===== src/rtl/uart_byte_rx.sv =====
`timescale 1ns/1ps
// uart_byte_rx: 8N1 UART receiver using 16x oversampling from a phase accumulator.
// Good frames raise a one-cycle byte strobe; a low stop bit raises a one-cycle error strobe.
module uart_byte_rx #(
  parameter int CLK_FREQ = 100_000_000,
  parameter int ACC_W    = 32
) (
  input  logic        clk,
  input  logic        reset,
  input  logic [19:0] speed,
  input  logic        rx,
  output logic [7:0]  rx_data,
  output logic        rx_valid,
  output logic        rx_busy,
  output logic        frame_err
);

  typedef enum logic [2:0] {IDLE, START, DATA, STOP, BREAK} rxState_t;

  rxState_t         state_q;
  logic             rxMeta_q;
  logic             rxSync_q;
  logic             rxPrev_q;
  logic [19:0]      spd_q;
  logic [ACC_W-1:0] acc_q;
  logic [ACC_W-1:0] accSum_d;
  logic [ACC_W-1:0] accNext_d;
  logic             tick_d;
  logic [3:0]       tickCnt_q;
  logic [2:0]       bitCnt_q;
  logic [7:0]       shift_q;

  // Two-flop synchronizer plus one delayed copy for falling-edge detection.
  always_ff @(posedge clk or posedge reset) begin
    if (reset) begin
      rxMeta_q <= 1'b1;
      rxSync_q <= 1'b1;
      rxPrev_q <= 1'b1;
    end else begin
      rxMeta_q <= rx;
      rxSync_q <= rxMeta_q;
      rxPrev_q <= rxSync_q;
    end
  end

  // Each clock adds 16*baud; every CLK_FREQ wrap is one oversample tick.
  always_comb begin
    accSum_d  = acc_q + ACC_W'({spd_q, 4'b0000});
    tick_d    = (accSum_d >= ACC_W'(CLK_FREQ));
    accNext_d = accSum_d;
    if (tick_d) begin
      accNext_d = accSum_d - ACC_W'(CLK_FREQ);
    end
  end

  always_ff @(posedge clk or posedge reset) begin
    if (reset) begin
      state_q   <= IDLE;
      spd_q     <= '0;
      acc_q     <= '0;
      tickCnt_q <= '0;
      bitCnt_q  <= '0;
      shift_q   <= '0;
      rx_data   <= '0;
      rx_valid  <= 1'b0;
      rx_busy   <= 1'b0;
      frame_err <= 1'b0;
    end else begin
      rx_valid  <= 1'b0;
      frame_err <= 1'b0;
      if (state_q != IDLE) begin
        acc_q <= accNext_d;
      end
      case (state_q)
        IDLE: begin
          if (rxPrev_q && !rxSync_q) begin
            state_q   <= START;
            tickCnt_q <= '0;
            acc_q     <= '0;
            spd_q     <= speed;
            rx_busy   <= 1'b1;
          end
        end
        START: begin
          if (tick_d) begin
            if (tickCnt_q == 4'd7) begin
              // A line that is high again at mid start bit was only a glitch.
              if (rxSync_q) begin
                state_q <= IDLE;
                rx_busy <= 1'b0;
              end else begin
                state_q   <= DATA;
                tickCnt_q <= '0;
                bitCnt_q  <= '0;
              end
            end else begin
              tickCnt_q <= tickCnt_q + 4'd1;
            end
          end
        end
        DATA: begin
          if (tick_d) begin
            if (tickCnt_q == 4'd15) begin
              shift_q[bitCnt_q] <= rxSync_q;
              tickCnt_q         <= '0;
              bitCnt_q          <= bitCnt_q + 3'd1;
              if (bitCnt_q == 3'd7) begin
                state_q <= STOP;
              end
            end else begin
              tickCnt_q <= tickCnt_q + 4'd1;
            end
          end
        end
        STOP: begin
          if (tick_d) begin
            if (tickCnt_q == 4'd15) begin
              tickCnt_q <= '0;
              // Leaving at mid stop bit lets a gapless next start edge be seen.
              if (rxSync_q) begin
                rx_data  <= shift_q;
                rx_valid <= 1'b1;
                rx_busy  <= 1'b0;
                state_q  <= IDLE;
              end else begin
                frame_err <= 1'b1;
                state_q   <= BREAK;
              end
            end else begin
              tickCnt_q <= tickCnt_q + 4'd1;
            end
          end
        end
        BREAK: begin
          if (rxSync_q) begin
            state_q <= IDLE;
            rx_busy <= 1'b0;
          end
        end
        default: begin
          state_q <= IDLE;
          rx_busy <= 1'b0;
        end
      endcase
    end
  end

endmodule


===== config.mk =====
export PLATFORM = sky130hd
export DESIGN_NAME = uart_byte_rx
export DESIGN_NICKNAME = d
export VERILOG_FILES = /design/src/rtl/uart_byte_rx.sv
export SDC_FILE = /design/constraint.sdc
export NUM_CORES = 1
export LEC_CHECK = 0
export ABC_AREA = 1
export BUFFER_PORTS_ARGS = -buffer_cell sky130_fd_sc_hd__buf_2
export CORE_ASPECT_RATIO = 1.5
export CORE_MARGIN = 2
export CORE_UTILIZATION = 55
export DETAILED_ROUTE_END_ITERATION = 10
export GPL_TIMING_DRIVEN = 0
export MAX_ROUTING_LAYER = met4
export PLACE_DENSITY = 0.72
export SYNTH_ARGS = -nofsm -noshare
export SYNTH_HDL_FRONTEND = slang
export SYNTH_SLANG_ARGS = --single-unit
export TNS_END_PERCENT = 10

===== constraint.sdc =====
create_clock -name clk -period 3.56 [get_ports clk]
set_input_delay 0.356 -clock clk [delete_from_list [all_inputs] [get_ports clk]]
set_output_delay 0.356 -clock clk [all_outputs]
set_load 0.005 [all_outputs]

### Word-level counts from Yosys, hierarchy flattened

Cells that the tools add are included.

| word-level totals | value |
|---|---|
| bits in registers | 84 |
| output and inout bits | 11 |
| word-level logic and storage cells | 102 |

| operators by class | value |
|---|---|
| $add $sub $neg | 4 |
| order comparisons | 3 |
| equal/unequal tests | 19 |
| muxes and demuxes | 47 |
| bitwise operators | 1 |
| reductions and logical operators | 15 |

Operator list:

| kind | number |
|---|---|
| $mux 32 | 4 |
| $mux 3 | 15 |
| $add 32x24->32 | 1 |
| $ge 32x27->1 const B | 1 |
| $sub 32x27->32 const B | 1 |
| $mux 4 | 6 |
| $ne 2x2->1 const B | 10 |
| $mux 1 | 15 |
| $pmux 3 s5 | 1 |
| $pmux 4 s3 | 1 |
| $reduce_and 6->1 | 2 |
| $reduce_and 9->1 | 1 |
| $bwmux 8 | 1 |
| $eq 3x2->1 const B | 2 |
| $eq 3x3->1 const B | 2 |
| $pmux 3 s2 | 1 |
| $reduce_bool 3->1 | 2 |
| $pmux 1 s5 | 1 |
| $reduce_and 5->1 | 1 |
| $add 4x1->4 const B | 1 |
| $eq 4x3->1 const B | 1 |
| $eq 4x4->1 const B | 1 |
| $lt 3x4->1 const B | 1 |
| $reduce_and 4->1 | 1 |
| other kinds (15) | 16 |

### Logic depth before layout (Yosys ltp)

Gate-level depths: netlist of the first run.

| logic depth | value |
|---|---|
| word-level depth | 6 |
| depth in mapped cells | 25 |

### Worst setup path after synthesis of the first run

No wires, ideal clock.

| timing | value |
|---|---|
| path kind | flip-flop to flip-flop |
| from | register spd_q[0] |
| to | register shift_q[1] |
| library setup time | 132 ps |
| arrival time | 2841 ps |
| setup slack | 587 ps |
| cell stages (with the launch flop) | 26 |
| path buffers | 0 |
| period minus slack after synthesis | 2973 ps |
| path through | dfrtp_1 ha_1 inv_1 fa_1 inv_1 nand2_1 nand2_1 and2_1 xnor2_1 inv_1 ha_1 nand3_1 a21oi_1 nand2_1 nor2_1 nand3_1 nand2_1 nand2_1 nor2_1 nand2_2 nand3_4 nand2_2 nor2_4 nand2_1 nand2_1 o21ai_1 |

| on the way | value |
|---|---|
| longest elaborated chain between the ends | 3 |

RTL lines:

| item | RTL line | text |
|---|---|---|
| start: declaration | 24 | `logic [19:0] spd_q;` |
| start signal: assignment | 80 | `spd_q <= speed;` |
| $add 32x24->32 | 48 | `accSum_d = acc_q + ACC_W'({spd_q, 4'b0000});` |
| $ge 32x27->1 | 49 | `tick_d = (accSum_d >= ACC_W'(CLK_FREQ));` |
| $reduce_and 3->1 (no source line) | - |  |
| end signal: indexed assignment | 104 | `shift_q[bitCnt_q] <= rxSync_q;` |
| end: declaration | 31 | `logic [7:0] shift_q;` |

No other way between the ends.
A chain may end at the register's enable or synchronous reset.

### Final worst setup path of the first run

| timing | value |
|---|---|
| from | register acc_q[4] |
| to | register acc_q[13] |

| on the way | value |
|---|---|
| longest elaborated chain between the ends | 6 |
| elaborated cells on any way between the ends | 7 |

RTL lines:

| item | RTL line | text |
|---|---|---|
| start: declaration | 25 | `logic [ACC_W-1:0] acc_q;` |
| start signal: assignment | 72 | `acc_q <= accNext_d;` |
| $add 32x24->32 * | 48 |  |
| $sub 32x27->32 / $ge 32x27->1 (equally long branches) | 52, 49 |  |
| $mux 32 * | 51 | `if (tick_d) begin` |
| $mux 32 * | 71 | `if (state_q != IDLE) begin` |
| $mux 32 | 76 | `if (rxPrev_q && !rxSync_q) begin` |
| $mux 32 * | 74 | `case (state_q)` |

Every way passes the cells marked *; elsewhere a longest branch is shown, timed or not.

==> results of run 1 <==
worst max-delay path, delay by kind of cell (launching register included):
kind | cells | cell delay (ns)
DFF | 1 | 0.40
xor gates and xnor gates | 1 | 0.10
and+or+nand+nor | 16 | 1.62
adders and majority gates | 3 | 0.65
AOI/OAI and AO/OA | 1 | 0.11
buffers and inverters | 4 | 0.34
layout make-up:
| cell class | instances | share of cell area |
|---|---|---|
| buffer | 11 | 0.00877 |
| clock inverter | 6 | 0.00967 |
| timing repair buffer | 37 | 0.0308 |
| multi-input combinational | 722 | 0.525 |
| clock buffer | 10 | 0.0328 |
| sequential | 80 | 0.287 |
| inverter | 147 | 0.0795 |
| tap | 147 | 0.0263 |
cells in the final DEF (no fill, tap or decap), types with 3 or more instances in the layout:
cell and count:
nand2_1 378, inv_1 137, dfrtp_1 77, nor2_1 73
nand3_1 72, buf_2 34, nand4_1 26, a21oi_1 25
ha_1 22, o21ai_1 20, mux2_2 19, o21ai_0 14
clkbuf_16 9, nor2_2 8, inv_2 7, nand2_2 7
nor3_1 7, nand3_2 6, clkbuf_1 6, nand3b_1 5
buf_4 5, nor2_4 4, o31ai_1 4, xor2_1 3
clkinv_2 3, a31oi_1 3, o22ai_1 3, dfstp_2 3
per-stage QoR:
stage                     setup TNS (ns)  area, µm²  hold slack, ns  utilization
final                                  0       6990         -0.0117        0.636
after global routing              -0.466       6990          0.0209        0.636
after CTS                              0       6900         0.00400        0.628
after detailed placement         -0.0712       6580           0.348        0.598
after global placement          -0.00362       6550           0.346        0.596
after floorplan                        0       6200           0.345            -
kinds of logic (layout without fill, tap and decap cells):
family | Yosys count | after routing | synth area share
multiplexers | 19 | 19 | 0.0345
AND/OR/NAND/NOR | 594 | 595 | 0.410
AO/OA/AOI/OAI | 73 | 73 | 0.0644
adder cells (fa/ha/maj) | 26 | 26 | 0.0537
XOR/XNOR | 9 | 9 | 0.0151
buffers and inverters | 158 | 211 | 0.0985
flip-flops | 80 | 80 | 0.323
flip-flops by register name, indices dropped and copies added (netlist names):
name and cells:
acc_q 28, bitCnt_q 3, frame_err 1, rxMeta_q 1, rxPrev_q 1, rxSync_q 1
rx_busy 1, rx_data 8, rx_valid 1, shift_q 8, spd_q 20, state_q 3
tickCnt_q 4
routing by layer:
layer	wire (µm)	track usage
met3	584	0.0410
met4	949	0.168
met5	0	-
met1	7120	0.336
met2	9030	0.547
worst paths after layout:
| check | from | endpoint | slack (ns) | cells after the start |
|---|---|---|---|---|
| setup / recovery | acc_q[4]$_DFF_PP0_ | acc_q[13]$_DFF_PP0_ | 0.21 | 25 |
| hold / removal | reset | acc_q[30]$_DFF_PP0_ | -0.01 | 2 |
| setup reg to reg | acc_q[4]$_DFF_PP0_ | acc_q[13]$_DFF_PP0_ | 0.21 | 25 |
| hold reg to reg | rxMeta_q$_DFF_PP1_ | rxSync_q$_DFF_PP1_ | 0.36 | 0 |
| max in group asynchronous | reset | rxPrev_q$_DFF_PP1_ | 2.92 | 3 |
| min in group clk | rx | rxMeta_q$_DFF_PP1_ | 0.10 | 1 |
timing repair:
| item | in CTS | in global routing |
|---|---|---|
| pin swaps | 0 | 7 |
| hold buffers | 0 | 0 |
| endpoints found under the setup margin | 25 | 52 |
| gates resized for setup | 2 | 19 |
| setup buffers | 1 | 2 |
| gates cloned | 1 | 0 |
==> impl_metrics.json, run 1 <==
{
  "status": "finished, violations left",
  "violations": "hold timing",
  "slew_viol_final": 0,
  "grt_pass1_wl_mm": 28.8,
  "ioPinCount": 34,
  "drtIter0Drc": 313,
  "synth_top_cell_by_area": "dfrtp_1",
  "die_area_um2": 12200,
  "final-setup-viol-count": 0,
  "layoutNonFillerInstCount": 1160,
  "area_delta_synth_final_pct": 12.7,
  "fmax_mhz": 298,
  "clk_pin_slew_ns": 0.07,
  "slowest_delay_ns": 0.40,
  "synth-edff-count": 0,
  "crit_fanout": 9,
  "insertion_delay_ns": 0.34,
  "drtPass1Iterations": 5,
  "multi_input_comb_area_um2": 3670,
  "place_congestion": 1.01,
  "crit_type": "reg -> reg",
  "synth_warnings": 0,
  "via_count": 6099,
  "start_util": 0.564,
  "grt_pass1_vias": 5946,
  "hold_violations": 4,
  "fp.coreArea_um2": 11000,
  "vias_per_cell": 5.26,
  "post-place-ws_ns": -0.0211,
  "worst_slew_pin_slew_ns": 0.710,
  "drc": 0,
  "die_w_um": 90.7,
  "clock_skew_ns": 0.00837,
  "ant_nets": 0,
  "syn_area_um2": 6200,
  "synth_seq_cells": 80,
  "synth.avg_cell_area_um2": 6.47,
  "fin_crit_sh": 0.941,
  "dp.final_hpwl_mm": 14.0,
  "final_nets": 1057,
  "num-fill-cells": 1090,
  "drive_above_1_share": 0.126,
  "min_path_type": "in -> async",
  "grt_usage": 0.310,
  "grt_overflow_total": 0,
  "synthTopCellsByCount": "nand2_1 (381), inv_1 (139), dfrtp_1 (77), nor2_1 (76), nand3_1 (74)",
  "seqCellArea_um2": 2010,
  "yosysUniqueCellTypes": 42,
  "slowest_stage": "dfrtp_1",
  "synthArstFlopShare": 1.00,
  "dp_cells": 1140,
  "cts_tree": "yes",
  "fin_crit_ns": 3.35,
  "synth_nets": 1008,
  "crit_top_cell": "nand2_1",
  "portBuffers": 33,
  "yosysSeqAreaShare": 0.323,
  "critical_path_arrival_ns": 3.58,
  "antenna_found_initial": 0,
  "grt_max_degree": 55,
  "fin_ws_ns": 0.209,
  "die_y_um": 134,
  "num_rows": 47,
  "syn-instance-count": 959,
  "ys.flop_type": "dfrtp_1",
  "cts_buffer_depth": 2,
  "slew_headroom": 0.527,
  "hold_slack_ns": -0.0117,
  "yosysMostFrequentCell": "nand2_1",
  "num_antenna_cells": 0,
  "cts.sink_count": 80,
  "cap_violations": 0,
  "netlist.area_leader.share": 0.311,
  "root_buffer": "clkbuf_16",
  "cts_buffers": 9,
  "worstPathRequired_ns": 3.79,
  "synth_area_leaders": "dfrtp_1 (31%), nand2_1 (23%), inv_1 (8.4%)",
  "htreeDepth": 3,
  "cp-start-kind": "register",
  "totalWireLength_mm": 17.7,
  "drt-wirelength-per-cell_um": 15.2,
  "critPathCaptureType": "register"
}
Power of run 1 is not shown: default switching activity piles up to over one toggle a cycle in this logic, so the estimate is an artifact.
==> run 2: changes to the inputs <==
Settings changed: CORE_MARGIN 2 to unset.
==> impl_metrics.json, run 2 (synthesis gave the netlist of run 1 again) <==
{
  "final-setup-viol-count": 0,
  "slowest_stage": "dfrtp_1",
  "place_congestion": 0.984,
  "min_path_type": "in -> reg",
  "grt_pass1_vias": 5915,
  "antenna_found_initial": 0,
  "cts_buffer_depth": 2,
  "status": "completed",
  "min_from": "rx",
  "grt_overflow_total": 0,
  "drtPass1Iterations": 6,
  "drtIter0Drc": 427,
  "die_area_um2": 11700,
  "crit_top_cell": "nand2_1",
  "portBuffers": 33,
  "drt-wirelength-per-cell_um": 15.2,
  "die_w_um": 88.7,
  "rrSetupSlack_ns": 0.23,
  "hold_violations": 0,
  "final_nets": 1060,
  "htreeDepth": 3,
  "fin_crit_sh": 0.937,
  "hold_slack_ns": 0.101,
  "root_buffer": "clkbuf_16",
  "crit_fanout": 6,
  "vias_per_cell": 5.30,
  "r2r_end": "acc_q[27]$_DFF_PP0_",
  "via_count": 6166,
  "crit_type": "reg -> reg",
  "fin_crit_ns": 3.33,
  "grt_pass1_wl_mm": 28.3,
  "ant_nets": 0,
  "cts_buffers": 9,
  "path_cells": "ha_1, nand2_1, nor2_1, nand3_1, nand3_2, xor2_2, nand2_1, nor2_1, nand3_1, nand2_1, nand3_2, nand2_1, nand2_1, nand2_1, nand3_1, o21ai_1",
  "slew_headroom": 0.526,
  "slowest_delay_ns": 0.39,
  "num_rows": 47,
  "slew_viol_final": 0,
  "largest_register_ffs": 28,
  "num_antenna_cells": 0,
  "area_delta_synth_final_pct": 14.2,
  "critPathCaptureType": "register",
  "reg.largest.list": "acc_q x28, spd_q x20",
  "hold-path-endpoint": "rxMeta_q$_DFF_PP1_",
  "insertion_delay_ns": 0.35,
  "cap_violations": 0,
  "grt_max_degree": 55,
  "cp-start-kind": "register",
  "worstPathRequired_ns": 3.83,
  "seqCellArea_um2": 2010,
  "final_common_cell": "nand2_1",
  "drive_above_1_share": 0.139,
  "clk_pin_slew_ns": 0.07,
  "start_util": 0.564,
  "totalWireLength_mm": 17.7,
  "cts.sink_count": 80,
  "num-fill-cells": 1045,
  "cts_tree": "yes",
  "ioPinCount": 34,
  "multi_input_comb_area_um2": 3740,
  "worst_slew_pin_slew_ns": 0.708,
  "die_y_um": 132,
  "dp.final_hpwl_mm": 13.9,
  "fp.coreArea_um2": 11000,
  "min_path_cells": 1,
  "drc": 0,
  "top_register": "acc_q",
  "layout_common_cells": "nand2_1 (372), inv_1 (136), dfrtp_1 (77)",
  "clock_skew_ns": 0.00922,
  "r2r_start": "spd_q[8]$_DFFE_PP0P_",
  "reg2reg_depth": 16,
  "fmax_mhz": 300,
  "grt_usage": 0.332,
  "critical_path_arrival_ns": 3.61
}
[run 2: metal layers]
metal | track usage | vias to the layer above | share of wire
met5 | - | - | 0
met1 | 0.369 | 2780 | 0.40
li1 | - | 3137 | -
met3 | 0.0332 | 71 | 0.039
met4 | 0.203 | 0 | 0.063
met2 | 0.556 | 178 | 0.49
[run 2: timing repair]
action,CTS,global route
setup endpoints to repair,30,53
gates cloned,1,0
resized for setup,6,32
hold buffers,1,0
pin swaps,1,12
setup buffers,1,4
hold endpoints to repair,7,0
[run 2: how the worst max path moves through the flow]
stage	startpoint	to	slack, ns
floorplan	spd_q[0]$_DFFE_PP0P_	shift_q[1]$_DFFE_PP0P_	0.59
global placement	spd_q[0]$_DFFE_PP0P_	shift_q[3]$_DFFE_PP0P_	-0.03
detailed placement	spd_q[0]$_DFFE_PP0P_	acc_q[23]$_DFF_PP0_	-0.04
CTS	spd_q[0]$_DFFE_PP0P_	shift_q[3]$_DFFE_PP0P_	0.04
global route	acc_q[4]$_DFF_PP0_	acc_q[10]$_DFF_PP0_	-0.008
finish	spd_q[8]$_DFFE_PP0P_	acc_q[27]$_DFF_PP0_	0.23
[run 2: layout make-up]
type | instances | area share
Clock inverter | 6 | 0.00707
Tap cell | 147 | 0.0260
Buffer | 11 | 0.00866
Clock buffer | 10 | 0.0337
Sequential cell | 80 | 0.283
Inverter | 147 | 0.0786
Timing Repair Buffer | 40 | 0.0339
Multi-Input combinational cell | 722 | 0.529
[run 2: metrics by stage]
stage / instances / setup TNS [ns] / setup WS (ns) / util / area [µm²]
2_1_floorplan: 959 / 0 / 0.587 / - / 6200
4_1_cts: 1159 / 0 / 0.0445 / 0.629 / 6920
3_5_place_dp: 1140 / -0.278 / -0.0419 / 0.598 / 6580
5_1_grt: 1163 / -0.00777 / -0.00777 / 0.644 / 7080
3_3_place_gp: 1139 / -0.236 / -0.0312 / 0.596 / 6550
6_report: 1163 / 0 / 0.226 / 0.644 / 7080
[run 2: critical path: cells and delay by family (launching register included)]
| kind | cells | cell delay (ns) |
|---|---|---|
| compound gates | 1 | 0.10 |
| xor+xnor | 1 | 0.24 |
| fa+ha+maj | 1 | 0.38 |
| flops | 1 | 0.39 |
| simple gates | 13 | 2.15 |
Power of run 2 is left out for the same reason.
==> run 3: changes to the inputs <==
Settings changed: CELL_PAD_IN_SITES_DETAIL_PLACEMENT set to 1, CELL_PAD_IN_SITES_GLOBAL_PLACEMENT set to 1, CORE_UTILIZATION 55 to 44, PLACE_DENSITY 0.72 to 0.79.
==> impl_metrics.json, run 3 (synthesis gave the netlist of run 1 again) <==
{
  "worstPathRequired_ns": 3.78,
  "die_w_um": 98.9,
  "portBuffers": 33,
  "top_register": "acc_q",
  "layout_common_cells": "nand2_1 (371), inv_1 (136), dfrtp_1 (77)",
  "htreeDepth": 3,
  "cts.sink_count": 80,
  "grt_usage": 0.307,
  "ioPinCount": 34,
  "num_antenna_cells": 0,
  "final_nets": 1063,
  "cts_buffer_depth": 2,
  "r2r_end": "shift_q[5]$_DFFE_PP0P_",
  "drtIter0Drc": 227,
  "hold_violations": 0,
  "reg.largest.list": "acc_q x28, spd_q x20",
  "drtPass1Iterations": 4,
  "via_count": 6449,
  "largest_register_ffs": 28,
  "crit_fanout": 5,
  "vias_per_cell": 5.46,
  "ant_nets": 0,
  "r2r_start": "spd_q[0]$_DFFE_PP0P_",
  "worst_slew_pin_slew_ns": 0.750,
  "crit_type": "reg -> reg",
  "drive_above_1_share": 0.146,
  "drc": 0,
  "slew_headroom": 0.500,
  "grt_overflow_total": 0,
  "final_cell_area_um2": 7180,
  "place_congestion": 0.918,
  "fp.coreArea_um2": 13600,
  "cp-start-kind": "register",
  "min_path_type": "in -> async",
  "fmax_mhz": 291,
  "placed_area_um2": 6600,
  "fin_crit_sh": 0.966,
  "status": "completed",
  "cap_violations": 0,
  "clk_pin_slew_ns": 0.07,
  "antenna_found_initial": 0,
  "final_common_cell": "nand2_1",
  "slowest_stage": "dfrtp_1",
  "postLayoutCoreUtil": 0.528,
  "fin_ws_ns": 0.122,
  "die_y_um": 147,
  "critical_path_arrival_ns": 3.66,
  "clock_skew_ns": 0.0116,
  "final-setup-viol-count": 0,
  "dp.final_hpwl_mm": 16.3,
  "area_delta_synth_final_pct": 15.8,
  "totalWireLength_mm": 21.2,
  "grt_pass1_wl_mm": 33.1,
  "slowest_delay_ns": 0.40,
  "critPathCaptureType": "register",
  "die_area_um2": 14600,
  "crit_top_cell": "nand2_1",
  "grt_max_degree": 53,
  "cts_tree": "yes",
  "rrSetupSlack_ns": 0.12,
  "grt_pass1_vias": 6778,
  "cts_buffers": 9,
  "reg2reg_depth": 25,
  "insertion_delay_ns": 0.36,
  "fin_crit_ns": 3.44,
  "start_util": 0.456,
  "postCtsHoldBufs": 0,
  "post-place-ws_ns": -0.170,
  "root_buffer": "clkbuf_16",
  "drt-wirelength-per-cell_um": 18.0,
  "num_rows": 52,
  "slew_viol_final": 0
}
==> run 3: metrics by stage <==
step / cells / TNS (ns) / hold slack, ns
floorplan: 959 / 0 / 0.345
global placement: 1154 / -1.80 / 0.350
detailed placement: 1155 / -4.11 / 0.352
CTS: 1174 / 0 / 0.0164
global route: 1181 / -2.07 / 0.0358
finish: 1181 / 0 / 0.00151
==> run 3: area by class of cell <==
cell class,instances,area [µm²]
Multi-Input combinational cell,722,3770
Inverter,147,557
Fill cell,1873,6420
Buffer,11,65.1
Sequential cell,80,2010
Timing Repair Buffer,43,260
Clock inverter,6,92.6
Clock buffer,10,229
Tap cell,162,203
==> run 3: worst max-delay path by stage <==
stage                    startpoint                     end  slack (ns)
3_3_place_gp   spd_q[0]$_DFFE_PP0P_  shift_q[5]$_DFFE_PP0P_        -0.1
2_1_floorplan  spd_q[0]$_DFFE_PP0P_  shift_q[1]$_DFFE_PP0P_        0.59
4_1_cts        spd_q[4]$_DFFE_PP0P_  shift_q[1]$_DFFE_PP0P_        0.01
6_report       spd_q[0]$_DFFE_PP0P_  shift_q[5]$_DFFE_PP0P_        0.12
3_5_place_dp   spd_q[0]$_DFFE_PP0P_  shift_q[1]$_DFFE_PP0P_       -0.17
5_1_grt        spd_q[2]$_DFFE_PP0P_  shift_q[3]$_DFFE_PP0P_        -0.1
==> run 3: metal layers <==
layer	global-route usage	part of all wire	vias up
met5	-	0	-
met4	0.160	0.047	0
met3	0.0430	0.026	69
met2	0.567	0.54	118
met1	0.309	0.39	3120
li1	-	-	3142
==> run 3: critical path: cells and delay by family (launching register included) <==
family / cells / cell delay [ns]
simple gates: 16 / 1.76
fa+ha+maj: 3 / 0.65
flops: 1 / 0.40
buf+inv: 3 / 0.22
compound gates: 2 / 0.20
xor+xnor: 1 / 0.08
==> run 3: what timing repair did <==
item	4_1_cts	5_1_grt
pin swaps	2	8
gates resized for setup	7	38
setup endpoints to repair	52	52
setup buffers	2	7
cloned	1	0
Power of run 3 is left out for the same reason.
